--- src/rtl/riscv_v_pipe_ctrl_if.sv ---
// riscv_v_pipe_ctrl_if: pipeline control bus; master drives requests and hazards, slave returns enables and valids. RISCV_V_PIPE_CTRL_PERF_EN adds stall_cnt/flush_cnt.
interface riscv_v_pipe_ctrl_if #(
  parameter int NUM_STAGES = 4
);
  logic in_valid;
  logic in_ready;
  logic out_ready;
  logic out_valid;
  logic flush_req;
  logic [$clog2(NUM_STAGES+1)-1:0] flush_upto;
  logic [NUM_STAGES-1:0] stage_hold;
  logic [NUM_STAGES-1:0] stage_en;
  logic [NUM_STAGES-1:0] stage_flush;
  logic [NUM_STAGES-1:0] stage_valid;
`ifdef RISCV_V_PIPE_CTRL_PERF_EN
  logic [31:0] stall_cnt;
  logic [15:0] flush_cnt;
`endif
  modport master (
    output in_valid, out_ready, flush_req, flush_upto, stage_hold,
    input in_ready, out_valid, stage_en, stage_flush, stage_valid
`ifdef RISCV_V_PIPE_CTRL_PERF_EN
    , input stall_cnt, flush_cnt
`endif
  );
  modport slave (
    input in_valid, out_ready, flush_req, flush_upto, stage_hold,
    output in_ready, out_valid, stage_en, stage_flush, stage_valid
`ifdef RISCV_V_PIPE_CTRL_PERF_EN
    , output stall_cnt, flush_cnt
`endif
  );
endinterface

--- src/rtl/riscv_v_pipe_ctrl.sv ---
// riscv_v_pipe_ctrl: valid/enable/flush control for a NUM_STAGES pipeline (ports: clk, rst_n, bus slave; RISCV_V_PIPE_CTRL_PERF_EN adds perf counters).
module riscv_v_pipe_ctrl #(
  parameter int NUM_STAGES = 4,
  parameter int FLUSH_CYCLES = 2
) (
  input logic clk,
  input logic rst_n,
  riscv_v_pipe_ctrl_if.slave bus
);
  localparam int N = NUM_STAGES;
  localparam int KW = $clog2(N + 1);
  typedef enum logic {RUN, FLUSH} state_t;
  state_t state;
  logic [3:0] cnt;
  logic [N-1:0] v, h, room, kill, en, src;
  logic [KW-1:0] k;
  logic flush, run, r, in_ready;
  assign h = bus.stage_hold;
  assign flush = bus.flush_req & rst_n;
  assign run = (state == RUN) & ~flush;
  assign k = (bus.flush_upto == '0 || bus.flush_upto > KW'(N)) ? KW'(N) : bus.flush_upto;
  // room ripples from the output back toward stage 1
  always_comb begin
    r = bus.out_ready;
    room = '0;
    kill = '0;
    src = '0;
    for (int s = N - 1; s >= 0; s--) begin
      r = ~v[s] | (~h[s] & r);
      room[s] = r;
      kill[s] = flush & (s < int'(k));
    end
    src[0] = bus.in_valid & run;
    for (int s = 1; s < N; s++) src[s] = v[s-1] & ~h[s-1] & ~kill[s-1];
  end
  assign en = room & ~kill;
  assign in_ready = room[0] & run;
  assign bus.in_ready = in_ready;
  assign bus.out_valid = v[N-1] & ~h[N-1] & ~kill[N-1];
  assign bus.stage_en = en;
  assign bus.stage_flush = kill;
  assign bus.stage_valid = v;
  always_ff @(posedge clk or negedge rst_n)
    if (!rst_n) begin
      v <= '0;
      state <= RUN;
      cnt <= '0;
    end else begin
      v <= (v & ~en & ~kill) | (src & en);
      if (flush) begin
        state <= FLUSH;
        cnt <= 4'(FLUSH_CYCLES);
      end else if (state == FLUSH) begin
        cnt <= cnt - 4'd1;
        if (cnt == 4'd1) state <= RUN;
      end
    end
`ifdef RISCV_V_PIPE_CTRL_PERF_EN
  logic [31:0] stall_cnt;
  logic [15:0] flush_cnt;
  always_ff @(posedge clk or negedge rst_n)
    if (!rst_n) begin
      stall_cnt <= '0;
      flush_cnt <= '0;
    end else begin
      if (bus.in_valid & ~in_ready & ~&stall_cnt) stall_cnt <= stall_cnt + 32'd1;
      if (bus.flush_req & ~&flush_cnt) flush_cnt <= flush_cnt + 16'd1;
    end
  assign bus.stall_cnt = stall_cnt;
  assign bus.flush_cnt = flush_cnt;
`endif
endmodule

--- src/flat_wrapper.sv ---
// flat-port wrapper written by rule: the top's interface ports become plain ports
module riscv_v_pipe_ctrl_flat 
#(
  parameter int NUM_STAGES = 4,
  parameter int FLUSH_CYCLES = 2
)
  (clk, rst_n, bus_in_valid, bus_out_ready, bus_flush_req, bus_flush_upto, bus_stage_hold, bus_in_ready, bus_out_valid, bus_stage_en, bus_stage_flush, bus_stage_valid);
  riscv_v_pipe_ctrl_if #(.NUM_STAGES(NUM_STAGES)) bus_i ();
  input logic clk;
  input logic rst_n;
  input wire logic [$bits(bus_i.in_valid)-1:0] bus_in_valid;
  input wire logic [$bits(bus_i.out_ready)-1:0] bus_out_ready;
  input wire logic [$bits(bus_i.flush_req)-1:0] bus_flush_req;
  input wire logic [$bits(bus_i.flush_upto)-1:0] bus_flush_upto;
  input wire logic [$bits(bus_i.stage_hold)-1:0] bus_stage_hold;
  output wire logic [$bits(bus_i.in_ready)-1:0] bus_in_ready;
  output wire logic [$bits(bus_i.out_valid)-1:0] bus_out_valid;
  output wire logic [$bits(bus_i.stage_en)-1:0] bus_stage_en;
  output wire logic [$bits(bus_i.stage_flush)-1:0] bus_stage_flush;
  output wire logic [$bits(bus_i.stage_valid)-1:0] bus_stage_valid;
  assign bus_i.in_valid = bus_in_valid;
  assign bus_i.out_ready = bus_out_ready;
  assign bus_i.flush_req = bus_flush_req;
  assign bus_i.flush_upto = bus_flush_upto;
  assign bus_i.stage_hold = bus_stage_hold;
  assign bus_in_ready = bus_i.in_ready;
  assign bus_out_valid = bus_i.out_valid;
  assign bus_stage_en = bus_i.stage_en;
  assign bus_stage_flush = bus_i.stage_flush;
  assign bus_stage_valid = bus_i.stage_valid;
  riscv_v_pipe_ctrl #(.NUM_STAGES(NUM_STAGES), .FLUSH_CYCLES(FLUSH_CYCLES)) u_core (.clk(clk), .rst_n(rst_n), .bus(bus_i));
endmodule
--- config.mk ---
export PLATFORM = sky130hd
export DESIGN_NAME = riscv_v_pipe_ctrl_flat
export DESIGN_NICKNAME = d
export VERILOG_FILES = /design/src/rtl/riscv_v_pipe_ctrl_if.sv /design/src/rtl/riscv_v_pipe_ctrl.sv /design/src/flat_wrapper.sv
export SDC_FILE = /design/constraint.sdc
export NUM_CORES = 1
export LEC_CHECK = 0
export ABC_AREA = 1
export BUFFER_PORTS_ARGS = -buffer_cell sky130_fd_sc_hd__buf_2
export CORE_MARGIN = 2
export CORE_UTILIZATION = 46
export CTS_BUF_LIST = sky130_fd_sc_hd__clkbuf_16
export CTS_CLUSTER_SIZE = 20
export DETAILED_ROUTE_END_ITERATION = 16
export HOLD_SLACK_MARGIN = 0.02
export PLACE_DENSITY = 0.77
export SYNTH_ARGS = -nofsm -noshare
export SYNTH_HDL_FRONTEND = slang
export SYNTH_SLANG_ARGS = --single-unit
--- constraint.sdc ---
create_clock -name clk -period 3.4 [get_ports clk]
set_clock_uncertainty 0.05 [all_clocks]
set_input_delay 0.51 -clock clk [delete_from_list [all_inputs] [get_ports clk]]
set_output_delay 0.51 -clock clk [all_outputs]
set_load 0.03 [all_outputs]
* Yosys cells after proc, flatten, opt, wreduce, memory -nomap -nowiden
Cells that the tools add are included.
Cells by class: reduce and logical (&&, ||, !) cells 3, $add $sub $neg 1, divide/modulo/power cells 0, muxes and demuxes 6, multipliers 0, eq/ne operators 1, $lt $le $gt $ge 5, shifts and indexed selects 0, bitwise operators 45
Operators by type and width (count):
- $and A1 B1 Y1 | 20
- $and A4 B4 Y4 | 4
- $not A1 Y1 | 14
- $mux W4 | 2
- $not A4 Y4 | 2
- $lt A1 B3 Y1 const A | 2
- $lt A2 B3 Y1 const A | 2
- $eq A4 B1 Y1 const B | 1
- $or A1 B1 Y1 | 4
- $or A4 B4 Y4 | 1
- $sub A4 B1 Y4 const B | 1
- $gt A3 B3 Y1 const B | 1
- $logic_not A3 Y1 | 1
- $mux W1 | 3
- $mux W3 | 1
- $reduce_bool A2 Y1 | 1
- $logic_or A1 B1 Y1 | 1
Word-level totals: word-level logic and storage cells 64, memories 0, output and inout bits 14, latch bits 0, register bits after elaboration 9, bits of input ports 12, bits in writable memories 0, ROM bits 0

* Logic depth before layout (Yosys ltp)
depth after elaboration 14, gate-level depth with buffers 11, depth with buffers taken out 11

* Least setup slack after synthesis
Ideal clock, no wire load.
kind input port to output port, start point input bus_flush_upto[0], end point output bus_stage_en[1], path slack 1.184 ns, stages on the path 7, required time 2.840 ns, data arrival time 1.656 ns, buffers on the path 0, cells stage by stage inv_1 nand2_1 ha_1 nor2_1 nor2_4 nor2_4 a21oi_1
Between the ends: cells in the longest elaborated chain, start to end 7, elaborated cells on any way between the ends 8, those cells by class order compare: 2; mux: 1; bitwise: 3; reduce/logical: 2
Ends and longest elaborated chain:
- from (decl) | line flat_wrapper.sv:14 | input wire logic [$bits(bus_i.flush_upto)-1:0] bus_flush_upto;
- $gt A3 B3 Y1 or $logic_not A3 Y1 (tied branches) | line riscv_v_pipe_ctrl.sv:21 | assign k = (bus.flush_upto == '0 || bus.flush_upto > KW'(N)) ? KW'(N) : bus.flush_upto;
- $logic_or A1 B1 Y1 | line riscv_v_pipe_ctrl.sv:21
- $mux W3 * | line riscv_v_pipe_ctrl.sv:21
- $lt A1 B3 Y1 * | line riscv_v_pipe_ctrl.sv:31 | kill[s] = flush & (s < int'(k));
- $and A1 B1 Y1 * | line riscv_v_pipe_ctrl.sv:31
- named net bus_stage_flush[1] | line flat_wrapper.sv:19 | output wire logic [$bits(bus_i.stage_flush)-1:0] bus_stage_flush;
- $not A4 Y4 * | line riscv_v_pipe_ctrl.sv:36 | assign en = room & ~kill;
- $and A4 B4 Y4 * | line riscv_v_pipe_ctrl.sv:36
- to (decl) | line flat_wrapper.sv:18 | output wire logic [$bits(bus_i.stage_en)-1:0] bus_stage_en;
Mark *: on every way through the listed nets, which the timed path passes. The rest lies on a longest branch.

* Final worst setup path
start point input bus_flush_upto[0], end point output bus_stage_en[2]
Between the ends: cells in the longest elaborated chain, start to end 7, elaborated cells on any way between the ends 8, those cells by class order compare: 2; mux: 1; bitwise: 3; reduce/logical: 2
Ends and longest elaborated chain (line):
- $gt A3 B3 Y1 or $logic_not A3 Y1 (tied branches) | riscv_v_pipe_ctrl.sv:21
- $logic_or A1 B1 Y1 | riscv_v_pipe_ctrl.sv:21
- $mux W3 * | riscv_v_pipe_ctrl.sv:21
- $lt A2 B3 Y1 * | riscv_v_pipe_ctrl.sv:31
- $and A1 B1 Y1 * | riscv_v_pipe_ctrl.sv:31
- $not A4 Y4 * | riscv_v_pipe_ctrl.sv:36
- $and A4 B4 Y4 * | riscv_v_pipe_ctrl.sv:36
Every way passes the cells marked *; elsewhere a longest branch is shown, timed or not.

==> results.cfg <==
[pwr]
p_clk_frac = 0.363
power_frac_comb = 0.344
p_int_mw = 0.359
powerDensity_nw_per_um2 = 668
swShare = 0.351
p_sw_mw = 0.194
leakagePower_nw = 0.465
pwr-share-seq = 0.292
ir_drop_v = 0.000383

[global_route]
antenna_found_initial = 0
grt_pass1_wl_mm = 2.09
met1_usage = 0.249
grt_pass1_vias = 529
met2_usage = 0.310
grtUsageTotal = 0.197
grt_overflow = 0
busiest_layer = met2
grt_max_degree = 12
globalRouteMet3Util = 0.0652

[yosys]
syn-instance-count = 78
ys_seq_area_frac = 0.364
yosys.cell_types.count = 20
synth_nets = 93
ys_ff_latch = 9
syn_area_um2 = 619
yosys_warnings = 0
syn_avg_cell_area_um2 = 7.94

[clocking]
insertion_delay_ns = 0.23
cts.sinks = 9
cts-root-buf = clkbuf_16
cts_buffer_depth = 2
hold_buffers = 0
clk_pin_slew_ns = 0.04
h-tree-depth = 1
post_cts.repair.setup_buffers = 0
ctsResizeCount = 0
cts_buffers = 3
tritoncts = built

[status]
outcome = completed

[sta]
post-route-period-util = 0.682
period_needed_ns = 2.32
fin_tns_setup_ns = 0
hold_viol_final = 0
maxSlewViolCount = 0
final-setup-viol-count = 0
worst_pin_slew_ns = 0.432
fmax_mhz = 431
grt_setup_unrepaired = false
setup_slack_ns = 1.08
relSlewSlack = 0.711

[worst_setup_path]
critical_path.max_fanout = 4
required_ns = 2.84
cp-start-kind = input pin
end_kind = output port
arrival_ns = 1.76
crit_type = in -> out

[finish]
fillerInstances = 103
drive_gt1_frac = 0.462
areaGrowthSynthToFinish_pct = 33.7
final_net_count = 122
num_antenna_cells = 0
seqCellArea_um2 = 225
multi_input_area_um2 = 313

[floorplan]
initial_core_util = 0.482
die_h_um = 40.7
dieArea_um2 = 1660
num_rows = 13
die_w_um = 40.7
ios = 26
coreArea_um2 = 1280

[worst_hold_path]
hp-class = in -> async

[routing]
via_per_inst = 4.73
wl_per_cell_um = 10.3
drt-initial-drc-count = 3
ant_nets = 0
num_vias = 572
drcViolationCount = 0
wl_mm = 1.25
dr.pass1.iters = 4

[place]
port_buffers = 25
pre_cts_ws_ns = 1.09
gp_congestion = 0.817
dp_hpwl_mm = 1.01

[flow_run]
maxCapViolCount = 0
## registers in the layout, summed over array words and instances (netlist names)
name / flops
u_core.bus.stage_valid: 4
u_core.cnt: 4
u_core.state: 1
## placed cells by master (no fill, tap or decap), types with 2 or more instances in the layout
cell type	n
nand2_1	11
ha_1	3
inv_2	4
nor2_1	5
nor2_2	3
a21oi_2	2
inv_1	15
dfrtp_1	9
nand2_2	7
clkbuf_16	3
nor2_4	2
o21ai_0	5
a21oi_1	5
buf_2	25
## per-layer routing
metal,part of all wire,vias to the layer above,routed length (µm)
met1,0.44,256,551
li1,-,298,-
met2,0.50,18,618
met3,0.063,0,78
met4,0,0,0
met5,0,-,0
## critical path, stage by stage
cell and delay, ns:
buf_2 0.10, inv_1 0.07, nand2_1 0.06, ha_1 0.27, nor2_1 0.19, nor2_4 0.08
nor2_4 0.13, o21ai_2 0.10, nand2_1 0.06, inv_1 0.03, buf_2 0.16
## final timing paths
kind                                                     startpoint  cells after the start                             endpoint  slack, ns
max in group asynchronous                                     rst_n                      1  u_core.bus.stage_valid[1]$_DFF_PN0_       3.05
worst min register to register            u_core.cnt[3]$_DFFE_PN0P_                      2            u_core.cnt[3]$_DFFE_PN0P_       0.48
worst min-delay path                                          rst_n                      1            u_core.cnt[1]$_DFFE_PN0P_       0.07
worst max register to register  u_core.bus.stage_valid[3]$_DFF_PN0_                      8  u_core.bus.stage_valid[0]$_DFF_PN0_       2.27
worst max-delay path                              bus_flush_upto[0]                     11                      bus_stage_en[2]       1.08
min in group clk                          u_core.cnt[3]$_DFFE_PN0P_                      2            u_core.cnt[3]$_DFFE_PN0P_       0.48
## cells by family after synthesis
logic type / after synthesis / share of synthesized area
fa+ha+maj: 3 / 0.0606
simple gates: 31 / 0.269
compound gates: 16 / 0.176
buf+inv: 19 / 0.131
flops: 9 / 0.364
## metrics by stage
stage	hold slack [ns]	std cells	instance area [µm²]	utilization	power (mW)
floorplan	0.164	78	619	-	0.306
global placement	0.319	117	749	0.583	0.351
detailed placement	0.324	117	749	0.583	0.353
CTS	0.0785	121	828	0.645	0.558
global route	0.0827	121	828	0.645	0.602
finish	0.0703	121	828	0.645	0.553
## power by group through the flow
stage	Clock, mW	Sequential, mW	Combinational (mW)
final	0.201	0.162	0.191
after global routing	0.216	0.166	0.220
after CTS	0.204	0.162	0.192
after detailed placement	0	0.163	0.190
after global placement	0	0.161	0.190
after floorplan	0	0.171	0.134
## layout make-up
cell class | count | share of cell area
Tap cell | 15 | 0.0227
Timing Repair Buffer | 25 | 0.151
Multi-Input combinational cell | 50 | 0.378
Inverter | 18 | 0.0816
Sequential cell | 9 | 0.272
Clock inverter | 1 | 0.00453
Clock buffer | 3 | 0.0906
## Yosys cell counts (all sizes together)
cell type	count	area, µm²
a41oi	1	8.76
ha	3	37.5
nand2	18	85.1
dfrtp	9	225
nand4	1	6.26
nor2	10	60.1
a21oi	7	42.5
o211ai	1	7.51
clkbuf	1	13.8
inv	18	67.6
nand3	2	15.0
o21ai	7	50.1
Power figures use the tool's default switching activity.
